### config.mk
export PLATFORM = sky130hd
export DESIGN_NAME = mem_responder
export DESIGN_NICKNAME = d
export VERILOG_FILES = /design/src/rtl/mem_responder.sv
export SDC_FILE = /design/constraint.sdc
export NUM_CORES = 1
export LEC_CHECK = 0
export ABC_CLOCK_PERIOD_IN_PS = 3600
export CORE_ASPECT_RATIO = 1.2
export CORE_MARGIN = 1
export CORE_UTILIZATION = 62
export CTS_CLUSTER_SIZE = 24
export DETAILED_ROUTE_END_ITERATION = 12
export GPL_ROUTABILITY_DRIVEN = 0
export HOLD_SLACK_MARGIN = 0.05
export PLACE_DENSITY = 0.83
export SLEW_MARGIN = 10
export SYNTH_ARGS = -nofsm -noshare
export SYNTH_HDL_FRONTEND = slang
export SYNTH_SLANG_ARGS = --single-unit
### constraint.sdc
create_clock -name clk -period 3.6 [get_ports clk]
set_clock_uncertainty 0.1 [all_clocks]
set_input_delay 0.54 -clock clk [delete_from_list [all_inputs] [get_ports clk]]
set_output_delay 0.54 -clock clk [all_outputs]
set_load 0.02 [all_outputs]
### src/rtl/mem_responder.sv
// Memory-side responder for the multicycle core: word-addressed RAM with a
// configurable number of wait states, a one-cycle ready pulse and error reporting.
module mem_responder #(
    parameter int WIDTH     = 8,
    parameter int ADDR_BITS = 6,
    parameter int WAIT      = 2
) (
    input  logic             clk,
    input  logic             reset,
    input  logic             memread,
    input  logic             memwrite,
    input  logic [WIDTH-1:0] adr,
    input  logic [WIDTH-1:0] writedata,
    output logic [WIDTH-1:0] memdata,
    output logic             ready,
    output logic             busy,
    output logic             err
);

    localparam int DEPTH = 2 ** ADDR_BITS;
    localparam logic [3:0] WAIT_INIT = (WAIT == 0) ? 4'd0 : 4'(WAIT - 1);

    typedef enum logic [1:0] {
        S_IDLE = 2'd0,
        S_WAIT = 2'd1,
        S_RESP = 2'd2
    } state_t;

    state_t                 state_q, state_d;
    logic [3:0]             cnt_q, cnt_d;
    logic [WIDTH-1:0]       adr_q, adr_d;
    logic [WIDTH-1:0]       wdata_q, wdata_d;
    logic                   wr_q, wr_d;
    logic [WIDTH-1:0]       memdata_q, memdata_d;
    logic                   ready_q, ready_d;
    logic                   busy_q, busy_d;
    logic                   err_q, err_d;
    logic                   commit_s;
    logic                   oor_s;
    logic                   mem_we_s;
    logic [ADDR_BITS-1:0]   idx_s;
    logic [WIDTH-1:0]       mem [DEPTH];

    // Next-state logic; commit decisions use the _d copies so WAIT==0 sees the live request.
    always_comb begin
        state_d   = state_q;
        cnt_d     = cnt_q;
        adr_d     = adr_q;
        wdata_d   = wdata_q;
        wr_d      = wr_q;
        case (state_q)
            S_IDLE: begin
                if (memread ^ memwrite) begin
                    adr_d   = adr;
                    wdata_d = writedata;
                    wr_d    = memwrite;
                    if (WAIT == 0) begin
                        state_d = S_RESP;
                    end else begin
                        state_d = S_WAIT;
                        cnt_d   = WAIT_INIT;
                    end
                end else begin
                    state_d = S_IDLE;
                end
            end
            S_WAIT: begin
                if (cnt_q == 4'd0) begin
                    state_d = S_RESP;
                end else begin
                    cnt_d = cnt_q - 4'd1;
                end
            end
            S_RESP: begin
                state_d = S_IDLE;
            end
            default: begin
                state_d = S_IDLE;
            end
        endcase

        commit_s = (state_d == S_RESP) && (state_q != S_RESP);
        oor_s    = (adr_d >> ADDR_BITS) != {WIDTH{1'b0}};
        idx_s    = adr_d[ADDR_BITS-1:0];
        mem_we_s = commit_s && wr_d && !oor_s;

        if (commit_s && !wr_d) begin
            memdata_d = oor_s ? {WIDTH{1'b0}} : mem[idx_s];
        end else begin
            memdata_d = memdata_q;
        end

        ready_d = (state_d == S_RESP);
        busy_d  = (state_d != S_IDLE);
        err_d   = ((state_q == S_IDLE) && memread && memwrite) || (commit_s && oor_s);
    end

    // State and registered outputs.
    always_ff @(posedge clk) begin
        if (reset) begin
            state_q   <= S_IDLE;
            cnt_q     <= 4'd0;
            adr_q     <= {WIDTH{1'b0}};
            wdata_q   <= {WIDTH{1'b0}};
            wr_q      <= 1'b0;
            memdata_q <= {WIDTH{1'b0}};
            ready_q   <= 1'b0;
            busy_q    <= 1'b0;
            err_q     <= 1'b0;
        end else begin
            state_q   <= state_d;
            cnt_q     <= cnt_d;
            adr_q     <= adr_d;
            wdata_q   <= wdata_d;
            wr_q      <= wr_d;
            memdata_q <= memdata_d;
            ready_q   <= ready_d;
            busy_q    <= busy_d;
            err_q     <= err_d;
        end
    end

    // RAM array is never cleared; reset only blocks an uncommitted write.
    always_ff @(posedge clk) begin
        if (!reset && mem_we_s) begin
            mem[idx_s] <= wdata_d;
        end
    end

    assign memdata = memdata_q;
    assign ready   = ready_q;
    assign busy    = busy_q;
    assign err     = err_q;

endmodule

==> reports/metrics.cfg <==
[sta]
worst_slew_pin_slew_ns = 1.28
fin_setup_tns_ns = 0
fin_hold_ws_ns = 0.360
fin_crit_sh = 0.968
slew_headroom = 0.141
layout_setup_ws_ns = 0.115
rsz0062_at_grt = no
fin_crit_ns = 3.48
final-hold-violation-count = 0
setup_viol_count_final = 0
finalMaxSlewViolations = 0
fmax_mhz = 287

[clocking]
cts_buffer_depth = 3
clkTransAtPathRegs_ns = 0.07
hold_buffers = 0
clock-sinks = 546
cts_resized = 0
cts_tree = built
post-cts-setup-buffer-count = 0
insertion_delay_ns = 0.59
cts_buffers = 49
root_buffer = clkbuf_16
cts.htree.levels = 2

[global_route]
overflow = 0
grt_use_total = 0.347
antenna_found_initial = 0
grt_start_max_net_pins = 65
grt_pass1_wl_mm = 85.7
grt_pass1_vias = 14000

[drt]
initialDrtViolationCount = 2132
via_count = 13900
routed_wl_mm = 57.7
postRouteAntennaNets = 0
drt_first_pass_iters = 7
drc_errors = 0
viasPerCell = 6.87
wire_per_inst_um = 28.4

[die]
initial_utilization = 0.634
coreArea_um2 = 32500
row_count = 72
fp.dieArea_um2 = 34000
ios = 31
die_x_um = 168
die_height_um = 202

[setup_path]
r2r_cells = 10
worstPathRequired_ns = 4.02
reg2reg_slack_ns = 0.12
r2r_start = state_q[0]$_SDFF_PP0_
critPathKind = flip-flop to flip-flop
cp-start-kind = flip-flop
critPathArrivalTime_ns = 3.91
critPathMaxFanout = 26
crit_path_end_kind = flip-flop
regToRegEndpoint = memdata[7]$_SDFFE_PP0P_

[power]
power_density_nw_per_um2 = 574
ir_drop_mv = 0.360
power_leakage_nw = 8.28
power_mw = 14.0

[synthesis]
synth_edf_count = 512
synth_ff_type = edfxtp_1
synth_top_area_share = 0.746
async_flop_share = 0
ys_ff_latch = 546
ys_seq_area_frac = 0.779
yosysWarnings = 0
yosysUniqueCellTypes = 57
synth_area_leaders = edfxtp_1 (75%), o22ai_1 (6.2%), dfxtp_1 (3.3%)
syn_inst = 1321
syn-num-nets = 1342
synth_top_area_cell = edfxtp_1
post_synth.cell_area_avg_um2 = 15.6
syn_area_um2 = 20600

[cells_and_area]
syn2layout_area_growth_pct = 18.6
final_util = 0.752
ff_latch_area_um2 = 16100
final_area_um2 = 24500
antenna_cells = 0
fin_nets = 1568
num-fill-cells = 1702
drive_gt1_frac = 0.211
multi_input_area_um2 = 4050
fin_cells = 2028

[min_path]
hold_path.class = flip-flop to flip-flop
min-delay-start = adr_q[6]$_SDFF_PP0_
holdPathStages = 2
hold_end = adr_q[6]$_SDFF_PP0_

[placement]
io_buffers = 30
placed_area_um2 = 22900
dpl_worst_slack_ns = -0.187
hpwl_mm = 34.6
post-place-cells = 1940

[job]
maxCapViolCount = 0

[outcome]
status = finished, final reports clean

==> cell usage after synthesis, drive strengths merged, types with 2 or more instances <==
master,count
nor2,154
buf,54
o211ai,4
o221ai,10
o41ai,3
nor2b,2
or4,10
a32o,3
edfxtp,512
o21a,2
nor3,35
and2,5
mux2i,12
a21oi,53
nand2,69
o21ai,16
o22ai,204
o22a,10
nand2b,8
dfxtp,34
o2111ai,9
xor2,2
a22o,18
nand3,3
a2111oi,3
nand3b,4
a21bo,16
o31ai,3
or2,4
nor4,12
clkbuf,21
xnor2,2
inv,14
o31a,3
==> placed cells by master, fill, tap and decap left out, drive strengths merged, types with 5 or more instances in the layout <==
master / count
a21bo: 16
a21oi: 53
a22o: 18
and2: 5
buf: 220
clkbuf: 59
clkdlybuf4s50: 30
clkinv: 20
dfxtp: 34
edfxtp: 512
inv: 16
mux2i: 12
nand2: 69
nand2b: 8
nor2: 154
nor3: 35
nor4: 12
o2111ai: 9
o21ai: 16
o221ai: 10
o22a: 10
o22ai: 204
or4: 10
==> critical path: stages (launching register included) <==
cell and delay [ns]:
dfxtp_1 0.35, or2_4 0.36, nor2_2 0.23, buf_4 0.33
mux2i_2 0.40, buf_4 0.20, mux2i_1 0.07, a2111oi_0 0.75
nor2_1 0.08, nor2_1 0.33, a32o_1 0.21
==> registers in the layout, summed over array words and instances, names as in the netlist <==
name,count
state_q,2
mem,512
cnt_q,4
wr_q,1
adr_q,8
busy,1
memdata,8
ready,1
err,1
wdata_q,8
==> worst max-delay path by stage <==
stage                          startpoint  slack (ns)  cells after the start                 endpoint
floorplan                        memwrite        0.50                     10     mem[14][0]$_DFFE_PP_
global placement                  memread       -0.08                     12  memdata[0]$_SDFFE_PP0P_
detailed placement               memwrite       -0.19                     11  memdata[1]$_SDFFE_PP0P_
CTS                 state_q[0]$_SDFF_PP0_        0.35                     10  memdata[7]$_SDFFE_PP0P_
global route        state_q[0]$_SDFF_PP0_        0.05                     10  memdata[7]$_SDFFE_PP0P_
finish              state_q[0]$_SDFF_PP0_        0.12                     10  memdata[7]$_SDFFE_PP0P_
==> cell type report <==
cell class / instances / area share
inverters: 14 / 0.00215
clock inverters: 29 / 0.0101
multi-input cells: 686 / 0.166
flip-flops and latches: 546 / 0.657
repair buffers: 250 / 0.0911
clock buffers: 59 / 0.0517
well taps: 444 / 0.0227
==> per-layer routing <==
layer,vias to the layer above,share of wire,track usage
li1,5700,-,-
met3,277,0.13,0.0799
met2,1231,0.47,0.548
met1,6723,0.33,0.440
met4,0,0.066,0.211
met5,-,0,0
==> where the power goes <==
| group | switching, mW | internal (mW) | total [mW] |
|---|---|---|---|
| clock | 2.28 | 2.79 | 5.06 |
| sequential | 0.0414 | 7.18 | 7.22 |
| combinational | 1.17 | 0.593 | 1.76 |
| total | 3.49 | 10.6 | 14.0 |
==> kinds of logic (layout without fill, tap and decap cells) <==
family	Yosys count	count (layout)	synth area share
muxes	12	12	0.00601
and+or+nand+nor	307	307	0.0659
buffers and inverters	89	352	0.0266
AOI/OAI and AO/OA	362	362	0.120
xor gates and xnor gates	4	4	0.00206
DFF	546	546	0.779
adders and majority gates	1	1	0.000607
Power figures use the tool's default switching activity.
